<file path="src/rtl/multi_edge_detector_pkg.sv">
// edge_pkg: mode encodings and parameter limits for multi_edge_detector.
package edge_pkg;
  localparam logic [1:0] MODE_OFF  = 2'b00;
  localparam logic [1:0] MODE_RISE = 2'b01;
  localparam logic [1:0] MODE_FALL = 2'b10;
  localparam logic [1:0] MODE_ANY  = 2'b11;
  localparam int MAX_CH    = 32;
  localparam int MAX_SYNC  = 3;
  localparam int MAX_CNT_W = 16;
endpackage

</file>
<file path="src/rtl/multi_edge_detector_if.sv">
// multi_edge_detector_if: channel inputs, controls and event outputs of multi_edge_detector.
interface multi_edge_detector_if #(parameter int N_CH = 4, parameter int CNT_W = 8);
  logic [N_CH-1:0] in;
  logic enable;
  logic [2*N_CH-1:0] mode;
  logic [N_CH-1:0] irq_mask;
  logic [N_CH-1:0] sticky_clr;
  logic [N_CH-1:0] cnt_clr;
  logic [N_CH-1:0] p_edge;
  logic [N_CH-1:0] n_edge;
  logic [N_CH-1:0] any_edge;
  logic [N_CH-1:0] evt;
  logic [N_CH-1:0] sticky;
  logic [N_CH*CNT_W-1:0] cnt;
  logic irq;
  modport master(output in, enable, mode, irq_mask, sticky_clr, cnt_clr,
                 input p_edge, n_edge, any_edge, evt, sticky, cnt, irq);
  modport slave(input in, enable, mode, irq_mask, sticky_clr, cnt_clr,
                output p_edge, n_edge, any_edge, evt, sticky, cnt, irq);
endinterface

</file>
<file path="src/rtl/multi_edge_detector_channel.sv">
// edge_channel: one channel's synchroniser, history, edge terms, event gating, sticky flag and counter.
module edge_channel import edge_pkg::*; #(
  parameter int SYNC_STAGES = 2,
  parameter int CNT_W = 8,
  parameter int REG_OUT = 0
) (
  input  logic clk,
  input  logic reset,
  input  logic din,
  input  logic enable,
  input  logic [1:0] mode,
  input  logic sticky_clr,
  input  logic cnt_clr,
  output logic p_edge,
  output logic n_edge,
  output logic any_edge,
  output logic evt,
  output logic sticky,
  output logic [CNT_W-1:0] cnt
);
  logic s, h, pe, ne;
  generate
    if (SYNC_STAGES == 0) begin : g_raw
      assign s = din;
    end else begin : g_sync
      logic [SYNC_STAGES-1:0] q;
      logic [SYNC_STAGES:0] nxt;
      assign nxt = {q, din};
      always_ff @(posedge clk or posedge reset)
        if (reset) q <= '0;
        else q <= nxt[SYNC_STAGES-1:0];
      assign s = q[SYNC_STAGES-1];
    end
    if (REG_OUT != 0) begin : g_reg
      always_ff @(posedge clk or posedge reset)
        if (reset) {pe, ne} <= 2'b00;
        else {pe, ne} <= {s & ~h, ~s & h};
    end else begin : g_comb
      assign pe = s & ~h;
      assign ne = ~s & h;
    end
  endgenerate
  always_ff @(posedge clk or posedge reset)
    if (reset) h <= 1'b0;
    else h <= s;
  // combinational edges must also read 0 while reset is held
  assign p_edge = pe & ~reset;
  assign n_edge = ne & ~reset;
  assign any_edge = p_edge | n_edge;
  assign evt = enable & (((|(mode & MODE_RISE)) & p_edge) | ((|(mode & MODE_FALL)) & n_edge));
  always_ff @(posedge clk or posedge reset)
    if (reset) begin
      sticky <= 1'b0;
      cnt <= '0;
    end else begin
      sticky <= evt | (sticky & ~sticky_clr);
      cnt <= cnt_clr ? CNT_W'(evt) : cnt + CNT_W'(evt && !(&cnt));
    end
endmodule

</file>
<file path="src/rtl/multi_edge_detector.sv">
// multi_edge_detector: N_CH edge-detect channels with sticky flags, counters and a masked irq.
module multi_edge_detector import edge_pkg::*; #(
  parameter int N_CH = 4,
  parameter int SYNC_STAGES = 2,
  parameter int CNT_W = 8,
  parameter int REG_OUT = 0
) (
  input logic clk,
  input logic reset,
  multi_edge_detector_if.slave bus
);
  logic [N_CH-1:0] p_edge, n_edge, any_edge, evt, sticky;
  logic [N_CH*CNT_W-1:0] cnt;
  logic irq;
  generate
    if (N_CH < 1 || N_CH > MAX_CH || SYNC_STAGES < 0 || SYNC_STAGES > MAX_SYNC ||
        CNT_W < 1 || CNT_W > MAX_CNT_W) begin : g_bad_param
      $error("multi_edge_detector: parameter out of range");
    end
    for (genvar i = 0; i < N_CH; i++) begin : g_ch
      edge_channel #(.SYNC_STAGES(SYNC_STAGES), .CNT_W(CNT_W), .REG_OUT(REG_OUT)) u_ch (
        .clk(clk),
        .reset(reset),
        .din(bus.in[i]),
        .enable(bus.enable),
        .mode(bus.mode[2*i +: 2]),
        .sticky_clr(bus.sticky_clr[i]),
        .cnt_clr(bus.cnt_clr[i]),
        .p_edge(p_edge[i]),
        .n_edge(n_edge[i]),
        .any_edge(any_edge[i]),
        .evt(evt[i]),
        .sticky(sticky[i]),
        .cnt(cnt[i*CNT_W +: CNT_W])
      );
    end
  endgenerate
  always_ff @(posedge clk or posedge reset)
    if (reset) irq <= 1'b0;
    else irq <= |(sticky & bus.irq_mask);
  assign bus.p_edge = p_edge;
  assign bus.n_edge = n_edge;
  assign bus.any_edge = any_edge;
  assign bus.evt = evt;
  assign bus.sticky = sticky;
  assign bus.cnt = cnt;
  assign bus.irq = irq;
endmodule

</file>
<file path="src/flat_wrapper.sv">
// flat-port wrapper written by rule: the top's interface ports become plain ports
module multi_edge_detector_flat import edge_pkg::*;
#(
  parameter int N_CH = 4,
  parameter int SYNC_STAGES = 2,
  parameter int CNT_W = 8,
  parameter int REG_OUT = 0
)
  (clk, reset, bus_in, bus_enable, bus_mode, bus_irq_mask, bus_sticky_clr, bus_cnt_clr, bus_p_edge, bus_n_edge, bus_any_edge, bus_evt, bus_sticky, bus_cnt, bus_irq);
  multi_edge_detector_if #(.N_CH(N_CH), .CNT_W(CNT_W)) bus_i ();
  input logic clk;
  input logic reset;
  input wire logic [$bits(bus_i.in)-1:0] bus_in;
  input wire logic [$bits(bus_i.enable)-1:0] bus_enable;
  input wire logic [$bits(bus_i.mode)-1:0] bus_mode;
  input wire logic [$bits(bus_i.irq_mask)-1:0] bus_irq_mask;
  input wire logic [$bits(bus_i.sticky_clr)-1:0] bus_sticky_clr;
  input wire logic [$bits(bus_i.cnt_clr)-1:0] bus_cnt_clr;
  output wire logic [$bits(bus_i.p_edge)-1:0] bus_p_edge;
  output wire logic [$bits(bus_i.n_edge)-1:0] bus_n_edge;
  output wire logic [$bits(bus_i.any_edge)-1:0] bus_any_edge;
  output wire logic [$bits(bus_i.evt)-1:0] bus_evt;
  output wire logic [$bits(bus_i.sticky)-1:0] bus_sticky;
  output wire logic [$bits(bus_i.cnt)-1:0] bus_cnt;
  output wire logic [$bits(bus_i.irq)-1:0] bus_irq;
  assign bus_i.in = bus_in;
  assign bus_i.enable = bus_enable;
  assign bus_i.mode = bus_mode;
  assign bus_i.irq_mask = bus_irq_mask;
  assign bus_i.sticky_clr = bus_sticky_clr;
  assign bus_i.cnt_clr = bus_cnt_clr;
  assign bus_p_edge = bus_i.p_edge;
  assign bus_n_edge = bus_i.n_edge;
  assign bus_any_edge = bus_i.any_edge;
  assign bus_evt = bus_i.evt;
  assign bus_sticky = bus_i.sticky;
  assign bus_cnt = bus_i.cnt;
  assign bus_irq = bus_i.irq;
  multi_edge_detector #(.N_CH(N_CH), .SYNC_STAGES(SYNC_STAGES), .CNT_W(CNT_W), .REG_OUT(REG_OUT)) u_core (.clk(clk), .reset(reset), .bus(bus_i));
endmodule
</file>
<file path="config.mk">
export PLATFORM = sky130hd
export DESIGN_NAME = multi_edge_detector_flat
export DESIGN_NICKNAME = d
export VERILOG_FILES = /design/src/rtl/multi_edge_detector_pkg.sv /design/src/rtl/multi_edge_detector_if.sv /design/src/rtl/multi_edge_detector_channel.sv /design/src/rtl/multi_edge_detector.sv /design/src/flat_wrapper.sv
export SDC_FILE = /design/constraint.sdc
export NUM_CORES = 1
export LEC_CHECK = 0
export ABC_CLOCK_PERIOD_IN_PS = 4220
export BUFFER_PORTS_ARGS = -buffer_cell sky130_fd_sc_hd__buf_2
export CAP_MARGIN = 0
export CORE_UTILIZATION = 30
export CTS_BUF_LIST = sky130_fd_sc_hd__clkbuf_4
export DETAILED_ROUTE_END_ITERATION = 10
export GPL_ROUTABILITY_DRIVEN = 1
export SLEW_MARGIN = 20
export SYNTH_ARGS = -nofsm -noshare
export SYNTH_HDL_FRONTEND = slang
export SYNTH_HIERARCHICAL = 1
export SYNTH_SLANG_ARGS = --single-unit
</file>
<file path="constraint.sdc">
create_clock -name clk -period 4.22 [get_ports clk]
set_clock_uncertainty 0.2 [all_clocks]
set_input_delay 0.211 -clock clk [delete_from_list [all_inputs] [get_ports clk]]
set_output_delay 0.211 -clock clk [all_outputs]
set_load 0.05 [all_outputs]
</file>
=== Word-level counts from Yosys, hierarchy flattened ===
Index checks and enable logic that the tools add are counted.

* Bits in registers: 49
* Bits of input ports: 27
* Output and inout port bits: 53
* Word-level logic and storage cells: 96

* Add/subtract/negate cells: 4
* Multiplexer cells: 4
* Bitwise operators: 58
* Reductions and logical operators: 13

{| class="wikitable"
|+ Operators with widths
! cell !! number
|-
| 8-bit by 1-bit adder with 8-bit output || 4
|-
| 1-bit bitwise AND || 32
|-
| 8-bit 2-to-1 mux || 4
|-
| 8-bit AND reduction || 4
|-
| 1-bit NOT || 13
|-
| 1-bit bitwise OR || 12
|-
| 4-bit bitwise AND || 1
|-
| 1-bit logical AND || 4
|-
| 1-bit zero test || 4
|-
| 4-bit OR reduction || 1
|}

=== Longest topological paths before layout ===
* Depth in word-level cells: 9
* Depth in mapped cells: 8

=== Hierarchy ===
The synthesis kept the hierarchy.

{| class="wikitable"
|+ By module, submodules not included
! module !! instances !! cells an instance !! area an instance (µm²) !! seq. area each (µm²)
|-
| edge_channel || 4 || 54 || 585.6 || 300.3
|-
| multi_edge_detector || 1 || 5 || 47.5 || 25.0
|}

=== Worst setup path after synthesis ===
Ideal clock, no wire load.

* Path type: register -> register
* Start: register u_core.g_ch[0].u_ch.cnt[2]
* End: register u_core.g_ch[0].u_ch.cnt[4]
* Setup time: 0.119 ns
* Data arrival time: 1.887 ns
* Data required time: 3.901 ns
* Slack: 2.013 ns
* Stages on the path, launching flop included: 8
* Buffers on the path: 0
* Cell sequence: dfrtp_1 -> and4_4 -> a31oi_1 -> ha_1 -> ha_1 -> nand3_1 -> xor2_1 -> nor2_1

* Longest elaborated chain between the ends: 5

{| class="wikitable"
|+ RTL lines
! element !! RTL line !! source
|-
| from (decl) || multi_edge_detector_channel.sv:19 || <nowiki>output logic [CNT_W-1:0] cnt</nowiki>
|-
| from (signal assigned) || multi_edge_detector_channel.sv:57 || <nowiki>cnt <= cnt_clr ? CNT_W'(evt) : cnt + CNT_W'(evt && !(&cnt));</nowiki>
|-
| 8-bit AND reduction || multi_edge_detector_channel.sv:57 ||
|-
| 1-bit zero test || multi_edge_detector_channel.sv:57 ||
|-
| 1-bit logical AND || multi_edge_detector_channel.sv:57 ||
|-
| 8-bit by 1-bit adder with 8-bit output * || multi_edge_detector_channel.sv:57 ||
|-
| 8-bit 2-to-1 mux * || multi_edge_detector_channel.sv:57 ||
|}

Every way passes the cells marked *; elsewhere a longest branch is shown, timed or not.

=== Final worst setup path ===
* Start: input reset
* End: register u_core.g_ch[1].u_ch.cnt[4]

* Longest elaborated chain between the ends: 8
* Elaborated cells on any way between the ends: 10
* Those cells by class: add/sub: 1; mux: 1; bitwise: 7; reduce/logical: 1

{| class="wikitable"
|+ RTL lines
! element !! RTL line !! source
|-
| from (decl) || flat_wrapper.sv:12 || <nowiki>input logic reset;</nowiki>
|-
| 1-bit NOT * || multi_edge_detector_channel.sv:47, multi_edge_detector_channel.sv:48 ||
|-
| 1-bit bitwise AND, on equally long branches || multi_edge_detector_channel.sv:47, multi_edge_detector_channel.sv:48 ||
|-
| 1-bit bitwise AND || multi_edge_detector_channel.sv:50 || <nowiki>assign evt = enable & (((|(mode & MODE_RISE)) & p_edge) | ((|(mode & MODE_FALL)) & n_edge));</nowiki>
|-
| 1-bit bitwise OR * || multi_edge_detector_channel.sv:50 ||
|-
| 1-bit bitwise AND * || multi_edge_detector_channel.sv:50 ||
|-
| 1-bit logical AND * || multi_edge_detector_channel.sv:57 ||
|-
| 8-bit by 1-bit adder with 8-bit output * || multi_edge_detector_channel.sv:57 ||
|-
| 8-bit 2-to-1 mux * || multi_edge_detector_channel.sv:57 ||
|-
| to (signal assigned) || multi_edge_detector_channel.sv:57 ||
|-
| to (decl) || multi_edge_detector_channel.sv:19 ||
|}

Marks and branches as above.

==> results.tsv <==
metric	value	unit
cp-end-kind	flop	
ys.flop_type	dfrtp_1	
ys_top_cells_by_count	dfrtp_1, nor2_1, inv_1	
ys_ff_latch	49	
cp_max_fo	21	
fmax	0.4291	GHz
vias	1959	
yosys.area.top_type	dfrtp_1	
worstMarginPinSlew	0.4676	ns
post_cts.repair.setup_buffers	0	
grtUsageTotal	12.86	%
ant_nets	0	
row_count	32	
cts_tree	done	
synth.avg_cell_area	10.81	um^2
power	0.0008240	W
hold_violations	0	
min_path_type	input pin to flop	
drt_pass1_iterations	5	
syn-num-nets	256	
routabilityCongestion	0.7592	
pre_cts_ws	1.985	ns
syn_area	2390	um^2
die_x	91.25	um
overflow	0	
clk_pin_slew_worst_paths	0.14	ns
start_util	30.93	%
dp_hpwl	3757	um
die_h	91.25	um
dieArea	8327	um^2
root_buffer	clkbuf_4	
crit_chain	dlygate4sd3_1 > buf_2 > a211o_1 > a31oi_1 > ha_1 > ha_1 > nand3_1 > xor2_1 > nor2_1	
critPathKind	input pin to flop	
grt_pass1_wl	8562	um
setup_violations	0	
drc	0	
synthTopCellsByArea	dfrtp_1, nor2_1, ha_1	
ir_worst_vdd	0.1055	mV
drtIter0Drc	82	
design.core.area	7727	um^2
diodes	0	
syn-instance-count	221	
routed_wl	5076	um
wire_per_inst	12.03	um
area_growth	28.38	%
status	completed	
io_pins	80	
synth_top_area_share	51.31	%
synth.most_common_cell	dfrtp_1	
post-route-min-period	2.330	ns
crit_required	4.26	ns
cap_violations	0	
rsz0062_at_grt	no	
vias_per_cell	4.642	
powerDensity	268.6	nW/um^2
crit_top_cell	ha_1	
synth_warnings	6	
nNetsFinal	354	
slowest_delay	0.53	ns
synth_edf_count	0	
yosysSeqAreaShare	51.31	%
worstSetupStartpointType	input pin	
first_global_vias	1838	
yosysUniqueCellTypes	26	
slew_violations	0	
cts_buffer_depth	2	
finalSetupTns	0	ns
grt_max_degree	22	
drive_gt1_share	35.31	%
numPortBuffers	79	
clk-insertion-delay-late	0.35	ns
cts_sinks	49	
h-tree-depth	2	
fin_crit_sh	55.22	%
cp_data_arrival_time	2.37	ns
total_leakage_power	1.675	nW
async_flop_share	100.0	%
crit_path_top_delay_cell	dlygate4sd3_1	
layout_setup_ws	1.890	ns
antenna_found_initial	0	
utilization	39.70	%
relSlewSlack	68.79	%
cts_buffers	5	
## repair_timing
action                                 CTS  global route
setup endpoints to repair                0             0
gates resized for setup                  0             0
hold buffers                            16             0
endpoints found under the hold margin   78             0
## through the flow
step           area (um^2)  cells  hold WS, ns
2_1_floorplan         2390    221      -0.2603
3_3_place_gp          2858    398      0.03717
3_5_place_dp          2858    398      0.04637
4_1_cts               3068    422       0.1136
5_1_grt               3068    422       0.1184
6_report              3068    422       0.1321
## final cells by class
| type | instances | area (um^2) |
|---|---|---|
| well taps | 102 | 127.6 |
| inverters | 17 | 63.81 |
| fillers | 800 | 4659 |
| flip-flops and latches | 49 | 1226 |
| clock inverters | 3 | 12.51 |
| repair buffers | 95 | 555.5 |
| clock buffers | 5 | 37.54 |
| multi-input cells | 151 | 1045 |
## layout by cell type, fill, tap and decap left out, drive strengths merged, types with 8 or more instances in the layout
cell type / netlist / final
a21oi: 12 / 12
buf: 0 / 79
dfrtp: 49 / 49
dlygate4sd3: 0 / 16
ha: 8 / 8
inv: 17 / 17
mux2: 8 / 8
nand2b: 12 / 12
nand3: 12 / 12
nand3b: 8 / 8
nor2: 28 / 28
o21ai: 8 / 8
xor2: 8 / 8
## cell families (layout without fill, tap and decap cells)
family	Yosys count	after routing	share of synthesized area, %
compound gates	34	34	8.795
xor+xnor	12	12	4.398
fa+ha+maj	8	8	4.189
buf+inv	21	120	4.974
flops	49	49	51.31
mux	8	8	4.398
simple gates	89	89	21.94
## critical path: cells and delay by family
kind | cells | cell delay (ns)
buf+inv | 2 | 0.78
fa+ha+maj | 2 | 0.55
compound gates | 2 | 0.53
simple gates | 2 | 0.16
xor+xnor | 1 | 0.14
## power breakdown
| group | total, W | internal, W | switching (W) |
|---|---|---|---|
| clock | 0.000203 | 0.0000607 | 0.000142 |
| combinational | 0.000130 | 0.0000431 | 0.0000872 |
| sequential | 0.000491 | 0.000482 | 0.00000897 |
| total | 0.000824 | 0.000586 | 0.000238 |
## metal layers
layer | up-vias | wire length, um | track usage, %
met4 | 0 | 67 | 3.704
met5 | - | 0 | 0
met1 | 936 | 2401 | 16.74
li1 | 953 | - | -
met2 | 63 | 2346 | 21.15
met3 | 7 | 260 | 3.183
## registers in the layout, indices dropped and copies added, names as in the netlist
signal                     cells
u_core/bus.irq                 1
u_core/g_ch.u_ch/cnt          32
u_core/g_ch.u_ch/h             4
u_core/g_ch.u_ch/sticky        4
u_core/g_ch.u_ch/g_sync.q      8
## final timing paths
kind,startpoint,end,slack [ns],cells after the start
max in group asynchronous,reset,u_core/g_ch[1].u_ch/cnt[5]$_DFF_PP0_,3.11,3
setup reg to reg,u_core/g_ch[1].u_ch/h$_DFF_PP0_,u_core/g_ch[1].u_ch/cnt[4]$_DFF_PP0_,1.98,8
min in group asynchronous,reset,u_core/bus.irq$_DFF_PP0_,0.19,3
hold / removal,bus_mode[5],u_core/g_ch[2].u_ch/sticky$_DFF_PP0_,0.13,4
setup / recovery,reset,u_core/g_ch[1].u_ch/cnt[4]$_DFF_PP0_,1.89,9
hold reg to reg,u_core/g_ch[1].u_ch/g_sync.q[0]$_DFF_PP0_,u_core/g_ch[1].u_ch/g_sync.q[1]$_DFF_PP0_,0.17,0
Power figures use the tool's default switching activity.
